File: src/rtl/pedal_mem_pkg.sv
// Shared types and defaults for the echo/loop delay-line controller.
// Holds the controller FSM encoding, the transaction modes and the 16-bit saturation limits.
package pedal_mem_pkg;

  localparam int DEF_ADDR_W   = 16;
  localparam int DEF_SAMPLE_W = 16;

  localparam logic [15:0] SAT_MAX = 16'h7FFF;
  localparam logic [15:0] SAT_MIN = 16'h8000;

  typedef enum logic [1:0] {
    ST_IDLE,
    ST_WR,
    ST_RD,
    ST_OUT
  } dl_state_e;

  typedef enum logic [1:0] {
    MODE_PASS,
    MODE_REC,
    MODE_LOOP
  } dl_mode_e;

endpackage

File: src/rtl/sample_sat_add.sv
// Two-operand two's-complement sample add, combinational.
// Wraps by default; clamps to the signed limits when DELAY_SAT_EN is defined.
module sample_sat_add
  import pedal_mem_pkg::*;
#(
  parameter int W = DEF_SAMPLE_W
) (
  input  logic [W-1:0] a,
  input  logic [W-1:0] b,
  output logic [W-1:0] sum
);

  logic [W-1:0] raw;

  assign raw = a + b;

`ifdef DELAY_SAT_EN
  localparam logic [W-1:0] MAX_V = (W == 16) ? W'(SAT_MAX) : {1'b0, {(W-1){1'b1}}};
  localparam logic [W-1:0] MIN_V = (W == 16) ? W'(SAT_MIN) : {1'b1, {(W-1){1'b0}}};

  logic pos_ovf;
  logic neg_ovf;

  // Overflow only possible when both operands share a sign the result lost.
  assign pos_ovf = ~a[W-1] & ~b[W-1] &  raw[W-1];
  assign neg_ovf =  a[W-1] &  b[W-1] & ~raw[W-1];

  always_comb begin
    sum = raw;
    if (pos_ovf)      sum = MAX_V;
    else if (neg_ovf) sum = MIN_V;
  end
`else
  assign sum = raw;
`endif

endmodule

File: src/rtl/delay_line_ctrl.sv
// Echo/loop delay-line controller: record 4, loop 3, pass-through 2 cycles strobe-to-valid with mem_ready high.
// Memory requests hold until mem_ready; strobes while busy are dropped and set overrun. Option: DELAY_SAT_EN.
module delay_line_ctrl
  import pedal_mem_pkg::*;
#(
  parameter int ADDR_W   = DEF_ADDR_W,
  parameter int SAMPLE_W = DEF_SAMPLE_W
) (
  input  logic                clk,
  input  logic                rst,
  input  logic                adc_clock,
  input  logic                record,
  input  logic                loop,
  input  logic [ADDR_W-1:0]   delay_len,
  input  logic [SAMPLE_W-1:0] sample_in,
  input  logic                mem_ready,
  input  logic [SAMPLE_W-1:0] mem_rdata,
  output logic                mem_we,
  output logic                mem_re,
  output logic [ADDR_W-1:0]   mem_addr,
  output logic [SAMPLE_W-1:0] mem_wdata,
  output logic [SAMPLE_W-1:0] sample_out,
  output logic                sample_valid,
  output logic                busy,
  output logic                overrun
);

  dl_state_e state, state_nxt;
  dl_mode_e  mode;

  logic                adc_q;
  logic                loop_q;
  logic                strobe;
  logic                loop_rise;
  logic                start;
  logic [SAMPLE_W-1:0] smp_q;
  logic [SAMPLE_W-1:0] echo_q;
  logic [ADDR_W-1:0]   dl_q;
  logic [ADDR_W-1:0]   wr_ptr;
  logic [ADDR_W-1:0]   play_ptr;
  logic [ADDR_W-1:0]   rd_addr;
  logic [ADDR_W-1:0]   rd_inc;
  logic [SAMPLE_W-1:0] mix_sum;
  logic [SAMPLE_W-1:0] out_val;

  assign strobe    = adc_clock & ~adc_q;
  assign loop_rise = loop & ~loop_q;
  assign busy      = (state != ST_IDLE);
  assign start     = (state == ST_IDLE) && strobe;
  assign rd_inc    = rd_addr + ADDR_W'(1);

  sample_sat_add #(.W(SAMPLE_W)) u_mix (
    .a   (smp_q),
    .b   (echo_q),
    .sum (mix_sum)
  );

  always_comb begin
    out_val = smp_q;
    case (mode)
      MODE_REC:  out_val = mix_sum;
      MODE_LOOP: out_val = echo_q;
      default:   out_val = smp_q;
    endcase
  end

  always_comb begin
    state_nxt = state;
    mem_we    = 1'b0;
    mem_re    = 1'b0;
    mem_addr  = '0;
    mem_wdata = '0;
    case (state)
      ST_IDLE: begin
        if (strobe) begin
          if (loop)        state_nxt = (delay_len == '0) ? ST_OUT : ST_RD;
          else if (record) state_nxt = ST_WR;
          else             state_nxt = ST_OUT;
        end
      end
      ST_WR: begin
        mem_we    = 1'b1;
        mem_addr  = wr_ptr;
        mem_wdata = smp_q;
        if (mem_ready) state_nxt = (dl_q == '0) ? ST_OUT : ST_RD;
      end
      ST_RD: begin
        mem_re   = 1'b1;
        mem_addr = rd_addr;
        if (mem_ready) state_nxt = ST_OUT;
      end
      ST_OUT:  state_nxt = ST_IDLE;
      default: state_nxt = ST_IDLE;
    endcase
  end

  always_ff @(posedge clk or posedge rst) begin
    if (rst) begin
      state        <= ST_IDLE;
      mode         <= MODE_PASS;
      adc_q        <= 1'b0;
      loop_q       <= 1'b0;
      smp_q        <= '0;
      echo_q       <= '0;
      dl_q         <= '0;
      wr_ptr       <= '0;
      play_ptr     <= '0;
      rd_addr      <= '0;
      sample_out   <= '0;
      sample_valid <= 1'b0;
      overrun      <= 1'b0;
    end else begin
      state        <= state_nxt;
      adc_q        <= adc_clock;
      loop_q       <= loop;
      sample_valid <= 1'b0;

      if (strobe && busy) overrun <= 1'b1;

      if (start) begin
        smp_q  <= sample_in;
        dl_q   <= delay_len;
        echo_q <= '0;
        if (loop) begin
          mode <= MODE_LOOP;
          // A loop rise coinciding with the strobe has not reached play_ptr yet.
          rd_addr <= loop_rise ? (wr_ptr - delay_len) : play_ptr;
        end else begin
          mode    <= record ? MODE_REC : MODE_PASS;
          rd_addr <= wr_ptr - delay_len;
        end
      end

      if (state == ST_WR && mem_ready) wr_ptr <= wr_ptr + ADDR_W'(1);

      if (state == ST_RD && mem_ready) begin
        echo_q <= mem_rdata;
        if (mode == MODE_LOOP)
          play_ptr <= (rd_inc == wr_ptr) ? (wr_ptr - dl_q) : rd_inc;
      end else if (loop_rise) begin
        play_ptr <= wr_ptr - delay_len;
      end

      if (state == ST_OUT) begin
        sample_valid <= 1'b1;
        sample_out   <= out_val;
      end
    end
  end

endmodule

File: config.mk
export PLATFORM = sky130hd
export DESIGN_NAME = delay_line_ctrl
export DESIGN_NICKNAME = d
export VERILOG_FILES = /design/src/rtl/pedal_mem_pkg.sv /design/src/rtl/sample_sat_add.sv /design/src/rtl/delay_line_ctrl.sv
export SDC_FILE = /design/constraint.sdc
export NUM_CORES = 1
export LEC_CHECK = 0
export ABC_AREA = 1
export BUFFER_PORTS_ARGS = -buffer_cell sky130_fd_sc_hd__buf_2
export CAP_MARGIN = 0
export CORE_UTILIZATION = 30
export CTS_BUF_LIST = sky130_fd_sc_hd__clkbuf_4 sky130_fd_sc_hd__clkbuf_8
export DETAILED_ROUTE_END_ITERATION = 8
export PLACE_DENSITY = 0.51
export SKIP_CTS_REPAIR_TIMING = 1
export SLEW_MARGIN = 20
export SYNTH_ARGS = -nofsm -noshare
export SYNTH_HDL_FRONTEND = slang
export SYNTH_SLANG_ARGS = --single-unit
File: constraint.sdc
create_clock -name clk -period 3.4 [get_ports clk]
set_clock_uncertainty 0.1 [all_clocks]
set_input_delay 0.34 -clock clk [delete_from_list [all_inputs] [get_ports clk]]
set_output_delay 0.34 -clock clk [all_outputs]
set_load 0.005 [all_outputs]
==> results of run 1 <==
logic make-up after synthesis:
| logic type | Yosys count | share of synthesized area (%) |
|---|---|---|
| buf+inv | 225 | 9.43 |
| simple gates | 696 | 32.0 |
| xor+xnor | 43 | 4.40 |
| compound gates | 223 | 13.6 |
| flops | 120 | 32.7 |
| fa+ha+maj | 56 | 7.88 |
stage by stage:
| step | utilization, % | instance area [sq um] | instances | setup slack [ns] |
|---|---|---|---|---|
| after floorplan | - | 9180 | 1363 | 1.19 |
| after global placement | 34.0 | 10200 | 1835 | 0.708 |
| after detailed placement | 34.0 | 10200 | 1835 | 0.704 |
| after CTS | 35.4 | 10600 | 1867 | 0.685 |
| after global routing | 36.3 | 10800 | 1893 | 0.439 |
| final | 36.3 | 10800 | 1893 | 0.640 |
placed cells by master (no fill, tap or decap), types with 2 or more instances in the layout:
cell	n
o22ai_1	6
nor4_1	6
nor3_1	11
nand3b_1	4
bufinv_16	2
nor3_2	2
clkbuf_8	18
o221ai_1	6
dfrtp_1	120
nand4_1	16
inv_6	5
a21oi_1	91
inv_1	181
nor2_2	3
nand3_1	118
nor2_4	6
o21bai_1	12
dlygate4sd3_1	26
a31oi_1	2
o211ai_1	14
xor2_1	30
xnor2_1	11
clkinv_1	3
buf_2	106
o21ai_0	82
xnor3_1	2
clkinv_4	2
a21o_1	3
nand2_2	2
fa_1	3
a22o_1	3
nand2_1	451
clkinvlp_4	5
buf_4	15
nor2_1	70
ha_1	53
or2_2	4
flip-flops by register name, summed over array words and instances, names as in the netlist:
signal	flops
adc_q	1
dl_q	16
echo_q	16
loop_q	1
mode	2
overrun	1
play_ptr	16
rd_addr	16
sample_out	16
sample_valid	1
smp_q	16
state	2
wr_ptr	16
power by group:
group / total [W] / leakage [nW] / internal, W / switching [W]
clock network: 0.00142 / 0.195 / 0.000689 / 0.000729
registers: 0.00264 / 1.47 / 0.00203 / 0.000614
logic: 0.00542 / 4.07 / 0.00191 / 0.00352
total: 0.00948 / 5.73 / 0.00462 / 0.00486
layout make-up:
type                            instances  area [sq um]
Clock buffer                           18           248
Clock inverter                         14           163
Fill cell                            3312         19000
Inverter                              185           698
Multi-Input combinational cell       1018          5320
Sequential cell                       120          3000
Tap cell                              390           488
Timing Repair Buffer                  148           923
worst max-delay path: stages, from the launching register on:
cell,delay [ns]
dfrtp_1,0.46
ha_1,0.23
nand2_1,0.13
nor2_4,0.22
nand2_1,0.10
nand2_1,0.11
nor2_1,0.05
nor2_1,0.12
nand3_1,0.12
nor2_1,0.11
nand3_1,0.07
nor2_1,0.40
buf_4,0.24
nand3_1,0.07
nand3_1,0.07
nand2_1,0.06
how the worst max path moves through the flow:
stage / from / end / slack [ns] / cells after the start
floorplan: state[1] / wr_ptr[15] / 1.19 / 12
global placement: wr_ptr[0] / play_ptr[6] / 0.71 / 14
detailed placement: wr_ptr[0] / play_ptr[6] / 0.70 / 14
CTS: wr_ptr[0] / play_ptr[6] / 0.68 / 14
global route: rd_addr[0] / play_ptr[9] / 0.44 / 15
finish: rd_addr[0] / play_ptr[2] / 0.64 / 15
layer usage:
metal / global-route usage (%) / vias up / wire length (um)
li1: - / 4662 / -
met1: 27.4 / 4378 / 14900
met2: 34.9 / 262 / 15100
met3: 3.29 / 43 / 1440
met4: 6.72 / 0 / 779
met5: 0 / - / 0
==> metrics.csv, run 1 <==
metric;value;unit
synth-warning-count;0;
die_area;0.0313;sq mm
ys_seq_elements;120;
cp.arrival;3.01;ns
drt-initial-drc-count;674;
yosysTopAreaCellShare;32.7;%
fp.dieW;177;um
min-delay-path-class;input port to async pin;
numCtsBuffers;17;
clock_latency;0.47;ns
ant_nets;0;
ys_types;41;
grt_pass1_vias;8928;
total_leakage_power;5.73;nW
setup_viol;0;
grt_antenna_before_repair;0;
synth_cells;1363;
seq_area_frac_synth;32.7;%
dr.pass1.iters;5;
core-area;0.0299;sq mm
cts.clk_slew.worst_paths;0.09;ns
gp_congestion;0.914;
synth_commonest_cells;nand2_1, inv_1, dfrtp_1, nand3_1, a21oi_1;
cts_sinks;120;
grt_pass1_wl;49800;um
drv_slew;0;
required;3.65;ns
drc;0;
synth_edf_count;0;
critPathMaxFanout;7;
die_h;177;um
rsz0062_at_grt;no;
dp_hpwl;24200;um
synthMostInstantiatedCell;nand2_1;
r2r_start;rd_addr[0];
cts.htree.levels;4;
whs;-0.0286;ns
critPathKind;flip-flop to flip-flop;
routed_wirelength;32100;um
yosys-top-cells-area;dfrtp_1, nand2_1, inv_1;
synth_area_leader_cell;dfrtp_1;
layout-drive-gt1-share;11.7;%
initial_core_util;30.7;%
hold_violations;33;
numPortBuffers;106;
peakVddDrop;336;uV
r2r_slack;0.64;ns
p_total;0.00948;W
r2r_end;play_ptr[2];
timing.fmax;362;MHz
synth_ff_type;dfrtp_1;
worstSetupEndpointType;flip-flop;
finalCriticalPeriod;2.76;ns
track_usage;20.9;%
vias_per_cell;4.94;
synthArstFlopShare;100;%
syn_area;0.00918;sq mm
fp-row-count;63;
outcome;finished, violations left;
violations;hold timing;
synth_nets;1473;
grt_overflow;0;
reg2reg_depth;15;
grt_max_degree;121;
ioPinCount;107;
cts_buffer_depth;2;
setup_tns;0;ns
post_drt_wl_per_cell;17.0;um
nNetsFinal;1600;
pwr_density_cell;875;mW/mm^2
relSlewSlack;47.8;%
cts-root-buf;clkbuf_8;
max_slew.worst_pin.slew;0.782;ns
syn_avg_cell_area;6.74;sq um
startpoint_type;flip-flop;
post-route-period-util;81.2;%
maxCapViolations;0;
area_delta_synth_final;18.1;%
cts_tree;done;
num_vias;9345;
antenna_cells;0;
No activity file was read; power rests on OpenSTA's default activity.
==> run 2: changes to the inputs <==
Clock period 3.4 ns to 2.5 ns, I/O delays scaled along.
==> metrics.csv, run 2 (synthesis results as in run 1) <==
metric;value;unit
total_leakage_power;6.23;nW
final_cell_mix;nand2_1, inv_1, dfrtp_1, nand3_1, buf_2;
hold_violations;0;
die_h;177;um
cts_tree;done;
pwr_density_cell;1160;mW/mm^2
r2r_start;rd_addr[0];
wl_met2;16200;um
worstSetupEndpointType;primary output;
antenna_cells;0;
wl_met3;1680;um
pwr-share-clk;13.0;%
required;2.15;ns
peakVddDrop;396;uV
numPortBuffers;106;
crit_end;mem_addr[7];
cts.htree.levels;4;
p_seq_share;25.5;%
finalCriticalPeriod;2.45;ns
critPathKind;flip-flop to primary output;
startpoint_type;flip-flop;
r2r_slack;0.13;ns
worst_slack;0.0479;ns
cpMaxStageDelayCell;dfrtp_1;
nNetsFinal;1694;
vias_per_cell;4.92;
dp_hpwl;25600;um
drt-initial-drc-count;750;
numCtsBuffers;17;
grt_overflow;0;
grt_pass1_wl;51900;um
cp.arrival;2.10;ns
max_slew.worst_pin.slew;0.628;ns
cts_buffer_depth;2;
setup_tns;0;ns
cts-root-buf;clkbuf_8;
cts_sinks;120;
post-route-period-util;98.1;%
crit_path_max_incr_delay;0.41;ns
cts.clk_slew.worst_paths;0.08;ns
min-delay-path-class;input port to flip-flop;
cp.depth;6;
pre_cts_ws;0.0426;ns
drv_slew;0;
final_util;39.6;%
core-area;0.0299;sq mm
p_comb_share;61.5;%
gp_congestion;0.954;
top_layer;met4;
sw_frac_of_total;50.6;%
relSlewSlack;58.1;%
whs;0.0812;ns
post_drt_wl_per_cell;17.1;um
grt_pass1_vias;9230;
critPathMaxFanout;9;
maxCapViolations;0;
die_area;0.0313;sq mm
final_area;0.0118;sq mm
routedLengthMet1;15100;um
cp_cell_sequence;inv_1 -> ha_1 -> clkinvlp_4 -> buf_4 -> a21oi_1 -> buf_2;
final_common_cell;nand2_1;
layout-drive-gt1-share;18.1;%
num_vias;9780;
area_delta_synth_final;28.9;%
fp.dieW;177;um
timing.fmax;408;MHz
place_area;0.0106;sq mm
initial_core_util;30.7;%
ant_nets;0;
power_switching;0.00692;W
p_int;0.00676;W
rsz0062_at_grt;yes;
cp_top_family;buffers and inverters;
drc;0;
startpoint;state[0];
reg2reg_depth;14;
grt_max_degree;87;
r2r_end;play_ptr[1];
fp-row-count;63;
clock_latency;0.47;ns
path_buf_inv;4;
track_usage;22.0;%
ioPinCount;107;
setup_viol;0;
grt_antenna_before_repair;0;
dr.pass1.iters;5;
outcome;finished clean;
routed_wirelength;34000;um
nFillCells;3176;
## run 2: cell count changes in the layout (fill, tap and decap cells not counted), moves of 4 or more
cell           delta
dfrtp_1           -4
buf_4            +60
nand2_1          -13
o21ai_0           -4
clkinv_2          +5
nand2_2          +13
o21ai_2           +4
dfrtp_2           +4
inv_6             -4
dlygate4sd3_1    +25
## run 2: worst reg2reg max path: stages (launching register included)
cell      delay [ns]
dfrtp_1         0.36
ha_2            0.22
nand2_2         0.08
nor2_4          0.21
nand4_1         0.18
nand2_1         0.17
nand2_1         0.06
nand2_1         0.08
nand2_1         0.10
nor2_4          0.13
nand3_4         0.18
buf_12          0.20
nand2_1         0.06
nand2_1         0.05
o21bai_1        0.12
## run 2: how the worst min path moves through the flow
stage,start,endpoint,slack [ns],depth (start not counted)
floorplan,adc_clock,adc_q,0.18,0
global placement,adc_clock,adc_q,0.27,1
detailed placement,adc_clock,adc_q,0.28,1
CTS,adc_clock,adc_q,-0.24,1
global route,record,mode[0],0.08,3
finish,record,mode[0],0.08,3
## run 2: final cells by class
type / instances / area (sq um) / share of cell area, %
tap: 390 / 488 / 4.12
clock inverter: 11 / 97.6 / 0.825
timing repair inverter: 1 / 5.00 / 0.0423
inverter: 185 / 702 / 5.93
timing repair buffer: 241 / 1750 / 14.7
clock buffer: 21 / 283 / 2.39
multi-input combinational: 1018 / 5510 / 46.5
sequential: 120 / 3010 / 25.4
## run 2: stage by stage
stage	power, W	cells
after global routing	0.0149	1987
after floorplan	0.00848	1363
after detailed placement	0.0115	1893
after CTS	0.0133	1925
after global placement	0.0115	1893
final	0.0137	1987
## run 2: power by group through the flow
stage	Clock [W]	Sequential, W	Combinational, W
4_1_cts	0.00183	0.00346	0.00801
3_3_place_gp	0	0.00349	0.00797
3_5_place_dp	0	0.00349	0.00796
5_1_grt	0.00191	0.00359	0.00941
2_1_floorplan	0	0.00330	0.00518
6_report	0.00177	0.00349	0.00842
## run 2: metal layers
layer	track usage, %	up-vias
met3	3.78	54
met5	0	-
met4	8.41	0
li1	-	4856
met1	27.6	4535
met2	37.5	335
